[src/rtl/load_data_register.sv]
// Memory-read data register for the multicycle MIPS CPU: captures bus readdata in the
// capture state (honouring waitrequest), formats it per load type and requests stalls.
module load_data_register #(
    parameter int DATA_WIDTH    = 32,
    parameter int STATE_WIDTH   = 3,
    parameter int CAPTURE_STATE = 3,
    localparam int NB           = DATA_WIDTH / 8,
    localparam int OW           = (NB > 1) ? $clog2(NB) : 1
) (
    input  logic                   clk,
    input  logic                   reset_n,
    input  logic [STATE_WIDTH-1:0] state,
    input  logic                   read,
    input  logic                   waitrequest,
    input  logic [DATA_WIDTH-1:0]  readdata,
    input  logic [OW-1:0]          byte_offset,
    input  logic [2:0]             load_type,
    input  logic [DATA_WIDTH-1:0]  rt_old,
    output logic [DATA_WIDTH-1:0]  dr_readdata,
    output logic                   dr_valid,
    output logic                   stall
);

    typedef enum logic [1:0] {IDLE, WAIT, FULL} fsm_t;

    fsm_t                  fsm_reg, fsm_next;
    logic [DATA_WIDTH-1:0] dr_readdata_reg, fmt_next;
    logic                  capture;
    logic                  in_cap_state, cap;

    assign in_cap_state = (state == STATE_WIDTH'(CAPTURE_STATE));
    assign cap          = in_cap_state & read;

    // Byte lanes of the little-endian bus word
    logic [7:0] rd_bytes [NB];
    genvar gi;
    generate
        for (gi = 0; gi < NB; gi++) begin : g_bytes
            assign rd_bytes[gi] = readdata[8*gi +: 8];
        end
    endgenerate

    logic [7:0]            byte_sel;
    logic [15:0]           half_sel;
    logic [OW-1:0]         half_off, o_inv;
    logic [OW+2:0]         lwl_shift, lwr_shift;
    logic [DATA_WIDTH-1:0] ones;

    always_comb begin
        ones      = '1;
        byte_sel  = rd_bytes[byte_offset];
        half_off  = byte_offset & ~OW'(1);
        half_sel  = {rd_bytes[half_off | OW'(1)], rd_bytes[half_off]};
        o_inv     = OW'(NB - 1) - byte_offset;
        lwl_shift = {o_inv, 3'b000};
        lwr_shift = {byte_offset, 3'b000};
        case (load_type)
            3'd1:    fmt_next = {{(DATA_WIDTH-8){byte_sel[7]}}, byte_sel};
            3'd2:    fmt_next = {{(DATA_WIDTH-8){1'b0}}, byte_sel};
            3'd3:    fmt_next = {{(DATA_WIDTH-16){half_sel[15]}}, half_sel};
            3'd4:    fmt_next = {{(DATA_WIDTH-16){1'b0}}, half_sel};
            // Unaligned word halves merge with the surviving bytes of rt
            3'd5:    fmt_next = (readdata << lwl_shift) | (rt_old & ~(ones << lwl_shift));
            3'd6:    fmt_next = (readdata >> lwr_shift) | (rt_old & ~(ones >> lwr_shift));
            default: fmt_next = readdata;
        endcase
    end

    always_comb begin
        fsm_next = fsm_reg;
        capture  = 1'b0;
        case (fsm_reg)
            IDLE: begin
                if (cap) begin
                    fsm_next = waitrequest ? WAIT : FULL;
                    capture  = !waitrequest;
                end
            end
            WAIT: begin
                if (!cap) begin
                    fsm_next = IDLE;
                end else if (!waitrequest) begin
                    fsm_next = FULL;
                    capture  = 1'b1;
                end
            end
            FULL: begin
                if (!in_cap_state)
                    fsm_next = IDLE;
            end
            default: fsm_next = IDLE;
        endcase
    end

    always_ff @(posedge clk or negedge reset_n) begin
        if (!reset_n) begin
            fsm_reg         <= IDLE;
            dr_readdata_reg <= '0;
        end else begin
            fsm_reg <= fsm_next;
            if (capture)
                dr_readdata_reg <= fmt_next;
        end
    end

    assign dr_readdata = dr_readdata_reg;
    assign dr_valid    = (fsm_reg == FULL);
    assign stall       = cap & waitrequest & (fsm_reg != FULL);

endmodule

[config.mk]
export PLATFORM = sky130hd
export DESIGN_NAME = load_data_register
export DESIGN_NICKNAME = d
export VERILOG_FILES = /design/src/rtl/load_data_register.sv
export SDC_FILE = /design/constraint.sdc
export NUM_CORES = 1
export LEC_CHECK = 0
export ABC_AREA = 1
export ABC_CLOCK_PERIOD_IN_PS = 3000
export CAP_MARGIN = 20
export CORE_MARGIN = 2
export CORE_UTILIZATION = 52
export DETAILED_ROUTE_END_ITERATION = 7
export GPL_ROUTABILITY_DRIVEN = 1
export GPL_TIMING_DRIVEN = 0
export PLACE_DENSITY = 0.95
export REMOVE_ABC_BUFFERS = 1
export SETUP_SLACK_MARGIN = 0.3
export SLEW_MARGIN = 20
export SYNTH_ARGS = -nofsm -noshare
export SYNTH_HDL_FRONTEND = slang
export SYNTH_SLANG_ARGS = --single-unit
[constraint.sdc]
create_clock -name clk -period 3 [get_ports clk]
set_input_delay 0.45 -clock clk [delete_from_list [all_inputs] [get_ports clk]]
set_output_delay 0.45 -clock clk [all_outputs]
set_load 0.005 [all_outputs]
==> impl_table.tex <==
\begin{tabular}{lr}
\hline
Metric & Value \\
\hline
\multicolumn{2}{l}{\textbf{Critical path}} \\
\quad Cell-by-cell trace of the critical path & clkdlybuf4s50\_1 -> inv\_1 -> nor3\_2 -> nand2\_1 -> nor2\_1 -> clkdlybuf4s50\_1 \\
\quad Startpoint type of the worst setup path & primary input \\
\quad Cell type of the slowest stage on the worst timing path & sky130\_fd\_sc\_hd\_\_clkdlybuf4s50\_1 \\
\quad Cell type with the highest occurrence count on the critical path & sky130\_fd\_sc\_hd\_\_clkdlybuf4s50\_1 \\
\quad Dominant delay contributor by cell family on the critical path & buffers and inverters \\
\quad Max incr delay on CP & 500 ps \\
\quad Crit. End Element & primary output \\
\quad CP Max Fanout & 4 \\
\quad Required time reported for the critical path endpoint & 2550 ps \\
\quad Combined buffer and inverter count along the critical path & 3 \\
\quad Type of the setup path with the least slack & primary input to primary output \\
\quad Data arrival time at the worst-slack endpoint & 2100 ps \\
\multicolumn{2}{l}{\textbf{Floorplan}} \\
\quad I/O pin count & 110 \\
\quad Total Die Area & 7810 sq um \\
\quad Initial Util & 54.2\% \\
\quad Die width & between 80 and 90 um \\
\quad Die Span Y & $\sim$90 um \\
\quad Standard-cell row count & 30 \\
\quad Placeable core region & a little under 7000 sq um \\
\multicolumn{2}{l}{\textbf{Power and ir drop}} \\
\quad LEAKAGE & 2.57 nW \\
\quad Relative contribution of sequential cells to total power & 31.2\% \\
\quad Worst-case vdd ir drop & $\sim$0.00019 V \\
\quad Clock network power share & between 20\% and 30\% \\
\quad Switching power total & 676 uW \\
\quad Switching share of total power & 34.3\% \\
\quad Cell-internal power & 1.29 mW \\
\quad Pwr Density & about 400 nW/um\^{}2 \\
\quad Part of the total power dissipated in combinational logic & 41.2\% \\
\multicolumn{2}{l}{\textbf{CTS}} \\
\quad Later-pin clock latency in the skew report & 300 ps \\
\quad Clock root buffer & sky130\_fd\_sc\_hd\_\_clkbuf\_8 \\
\quad CTS H-tree depth & 2 \\
\quad Cts bufs inserted & 5 \\
\quad Clock edge transition at the registers on the reported setup and hold paths & 80 ps \\
\quad Longest Clk Path Bufs & 2 \\
\quad Sinks on Clock Net & 34 \\
\quad Clock tree from TritonCTS & yes \\
\multicolumn{2}{l}{\textbf{Detailed routing}} \\
\quad Via/cell ratio & 5.87 \\
\quad DRT Pass-1 Iters & 7 \\
\quad Post-route DRC violation count & 0 \\
\quad Post-route ant nets & 0 \\
\quad Overall via count from detail\_route & 5,156 \\
\quad Routed wire per std cell & 15.7 um \\
\quad Routed wire length & 13,800 um \\
\quad 1st-iter DRT viols & between 800 and 900 \\
\multicolumn{2}{l}{\textbf{Final layout}} \\
\quad Post-route design area & 4930 sq um \\
\quad FF/Latch Area & 851 sq um \\
\quad Number of nets in the final layout & 858 \\
\quad Layout cells sized above 1 & approximately 5.0\% \\
\quad Commonest non-fill, non-tap cells in the layout & sky130\_fd\_sc\_hd\_\_nand2\_1, sky130\_fd\_sc\_hd\_\_nand3\_1, sky130\_fd\_sc\_hd\_\_clkdlybuf4s50\_1 \\
\quad Max FFs per register & 32 \\
\quad Fill count & 594 \\
\quad Final core occ & 72.1\% \\
\quad Multi-input gate area in the final layout & between 2000 and 2500 sq um \\
\quad Ant diodes & 0 \\
\quad Most common library cell in the layout ignoring fill and taps & sky130\_fd\_sc\_hd\_\_nand2\_1 \\
\quad Area growth from synthesis to layout & 33.0\% \\
\multicolumn{2}{l}{\textbf{STA}} \\
\quad Least-Margin Pin Slew & 935 ps \\
\quad Setup repair after global routing missed its margin & false \\
\quad Final slew viol count & 0 \\
\quad Total count of hold-check failures in the final report & 0 \\
\quad Number of setup violations in the final report & 0 \\
\quad Layout Skew & approximately 5.4 ps \\
\quad Crit share post-route & 84.9\% \\
\quad Slew headroom & between 30\% and 40\% \\
\quad Minimum clock period after layout & 2550 ps \\
\quad Achievable Freq & 393 MHz \\
\multicolumn{2}{l}{\textbf{Logic synthesis}} \\
\quad Sequential share of the synthesized area & 23.0\% \\
\quad Syn\_area\_per\_cell & 5.31 sq um \\
\quad Flops \& latches, synth & 34 \\
\quad Number of standard cells after synthesis & 698 \\
\quad Warnings from Yosys & 0 \\
\quad Number of library cell types mapped by synthesis & 20 \\
\quad Synthesized area & 3700 sq um \\
\multicolumn{2}{l}{\textbf{Placement}} \\
\quad Detail Placement HPWL & between 8000 and 9000 um \\
\quad Number of buffer cells added on primary ports & around 110 \\
\quad Cell Area, Placed & 4720 sq um \\
\quad Routability-driven placement congestion ratio & 0.913 \\
\multicolumn{2}{l}{\textbf{Global routing}} \\
\quad Maximum number of pins on one net before global-route repair & 84 \\
\quad Overall overflow remaining after global route & 0 \\
\quad Tot GR Track Use & $\sim$33\% \\
\quad Antenna violations before repair & 0 \\
\quad Number of global-route vias before repair & 4,591 \\
\quad Wire length of the first global-routing pass & 20,300 um \\
\multicolumn{2}{l}{\textbf{Job}} \\
\quad Max-cap viol count & 0 \\
\multicolumn{2}{l}{\textbf{Status}} \\
\quad Outcome & completed \\
\multicolumn{2}{l}{\textbf{Hold path}} \\
\quad Worst hold path class & primary input to async pin \\
\hline
\end{tabular}
[metal layers]
| layer | up-vias | GRT usage (%) | share of wire [%] | routed length (um) |
|---|---|---|---|---|
| met5 | - | 0 | 0 | 0 |
| met4 | 0 | 17.1 | 4.5 | 620 |
| met3 | 93 | 5.88 | 14 | 1990 |
| met2 | 454 | 53.0 | 45 | 6200 |
| met1 | 2241 | 41.3 | 36 | 4970 |
| li1 | 2368 | - | - | - |
[through the flow]
stage               power (mW)  instances  worst slack [ps]  hold WS (ps)  TNS (ps)
global placement          1.37        864             -2200           461    -63660
detailed placement        1.40        865             -44.1           396      -238
global route              2.07        879               374          78.4         0
finish                    1.97        879               454          60.7         0
CTS                       1.94        874               277          77.1         0
floorplan                0.948        659               477           154         0
[kinds of logic (layout without fill, tap and decap cells)]
| logic type | after synthesis | count (layout) | share of synthesized area (%) |
|---|---|---|---|
| AOI/OAI and AO/OA | 72 | 72 | 9.90 |
| buffers and inverters | 98 | 181 | 12.1 |
| DFF | 34 | 34 | 23.0 |
| and+or+nand+nor | 494 | 496 | 55.0 |
[layout make-up]
type	count	share of cell area (%)
Inverter	59	4.57
Timing Repair Buffer	113	23.1
Multi-Input combinational cell	568	49.7
Clock buffer	5	1.40
Timing Repair inverter	1	0.102
Clock inverter	3	1.40
Tap cell	96	2.44
Sequential cell	34	17.3
[power groups by stage]
stage	clock [mW]	combinational, mW	sequential (mW)
6_report	0.544	0.812	0.615
5_1_grt	0.557	0.884	0.625
4_1_cts	0.542	0.783	0.615
3_5_place_dp	0	0.774	0.623
3_3_place_gp	0	0.755	0.620
2_1_floorplan	0	0.318	0.629
[cells in the mapped netlist]
master | count | area share [%]
sky130_fd_sc_hd__nand3_2 | 4 | 1.1
sky130_fd_sc_hd__a21oi_1 | 32 | 4.3
sky130_fd_sc_hd__nor2_2 | 4 | 0.68
sky130_fd_sc_hd__buf_4 | 7 | 1.4
sky130_fd_sc_hd__o2111a_1 | 1 | 0.30
sky130_fd_sc_hd__nor3_1 | 1 | 0.14
sky130_fd_sc_hd__o21ai_0 | 22 | 3.0
sky130_fd_sc_hd__inv_2 | 6 | 0.61
sky130_fd_sc_hd__nand2_2 | 3 | 0.51
sky130_fd_sc_hd__buf_1 | 1 | 0.10
sky130_fd_sc_hd__dfrtp_1 | 34 | 23
sky130_fd_sc_hd__buf_6 | 4 | 1.2
sky130_fd_sc_hd__nor2_1 | 101 | 10
sky130_fd_sc_hd__nand2_1 | 274 | 28
sky130_fd_sc_hd__nor2_4 | 1 | 0.30
sky130_fd_sc_hd__o21ai_1 | 17 | 2.3
sky130_fd_sc_hd__clkbuf_1 | 8 | 0.81
sky130_fd_sc_hd__inv_1 | 53 | 5.4
sky130_fd_sc_hd__nand3_1 | 106 | 14
sky130_fd_sc_hd__buf_2 | 19 | 2.6
[repair_timing]
action | CTS | global route
gates resized for setup | 0 | 7
gates cloned | 1 | 2
buffers inserted | 0 | 3
pin swaps | 1 | 2
hold buffers | 0 | 0
setup endpoints to repair | 6 | 24
[path summary, 6_finish.rpt]
path / endpoint / slack [ps] / start / cells after the start
setup / recovery: stall / 450 / read / 6
setup reg to reg: dr_readdata[9]$_DFFE_PN0P_ / 1050 / fsm_reg[1]$_DFFE_PN0P_ / 5
min in group clk: dr_readdata[8]$_DFFE_PN0P_ / 480 / dr_readdata[8]$_DFFE_PN0P_ / 2
hold / removal: dr_readdata[26]$_DFFE_PN0P_ / 60 / reset_n / 1
hold reg to reg: dr_readdata[8]$_DFFE_PN0P_ / 480 / dr_readdata[8]$_DFFE_PN0P_ / 2
max in group asynchronous: dr_readdata[11]$_DFFE_PN0P_ / 2510 / reset_n / 2
Note: power is estimated with default switching activity, not from simulation.
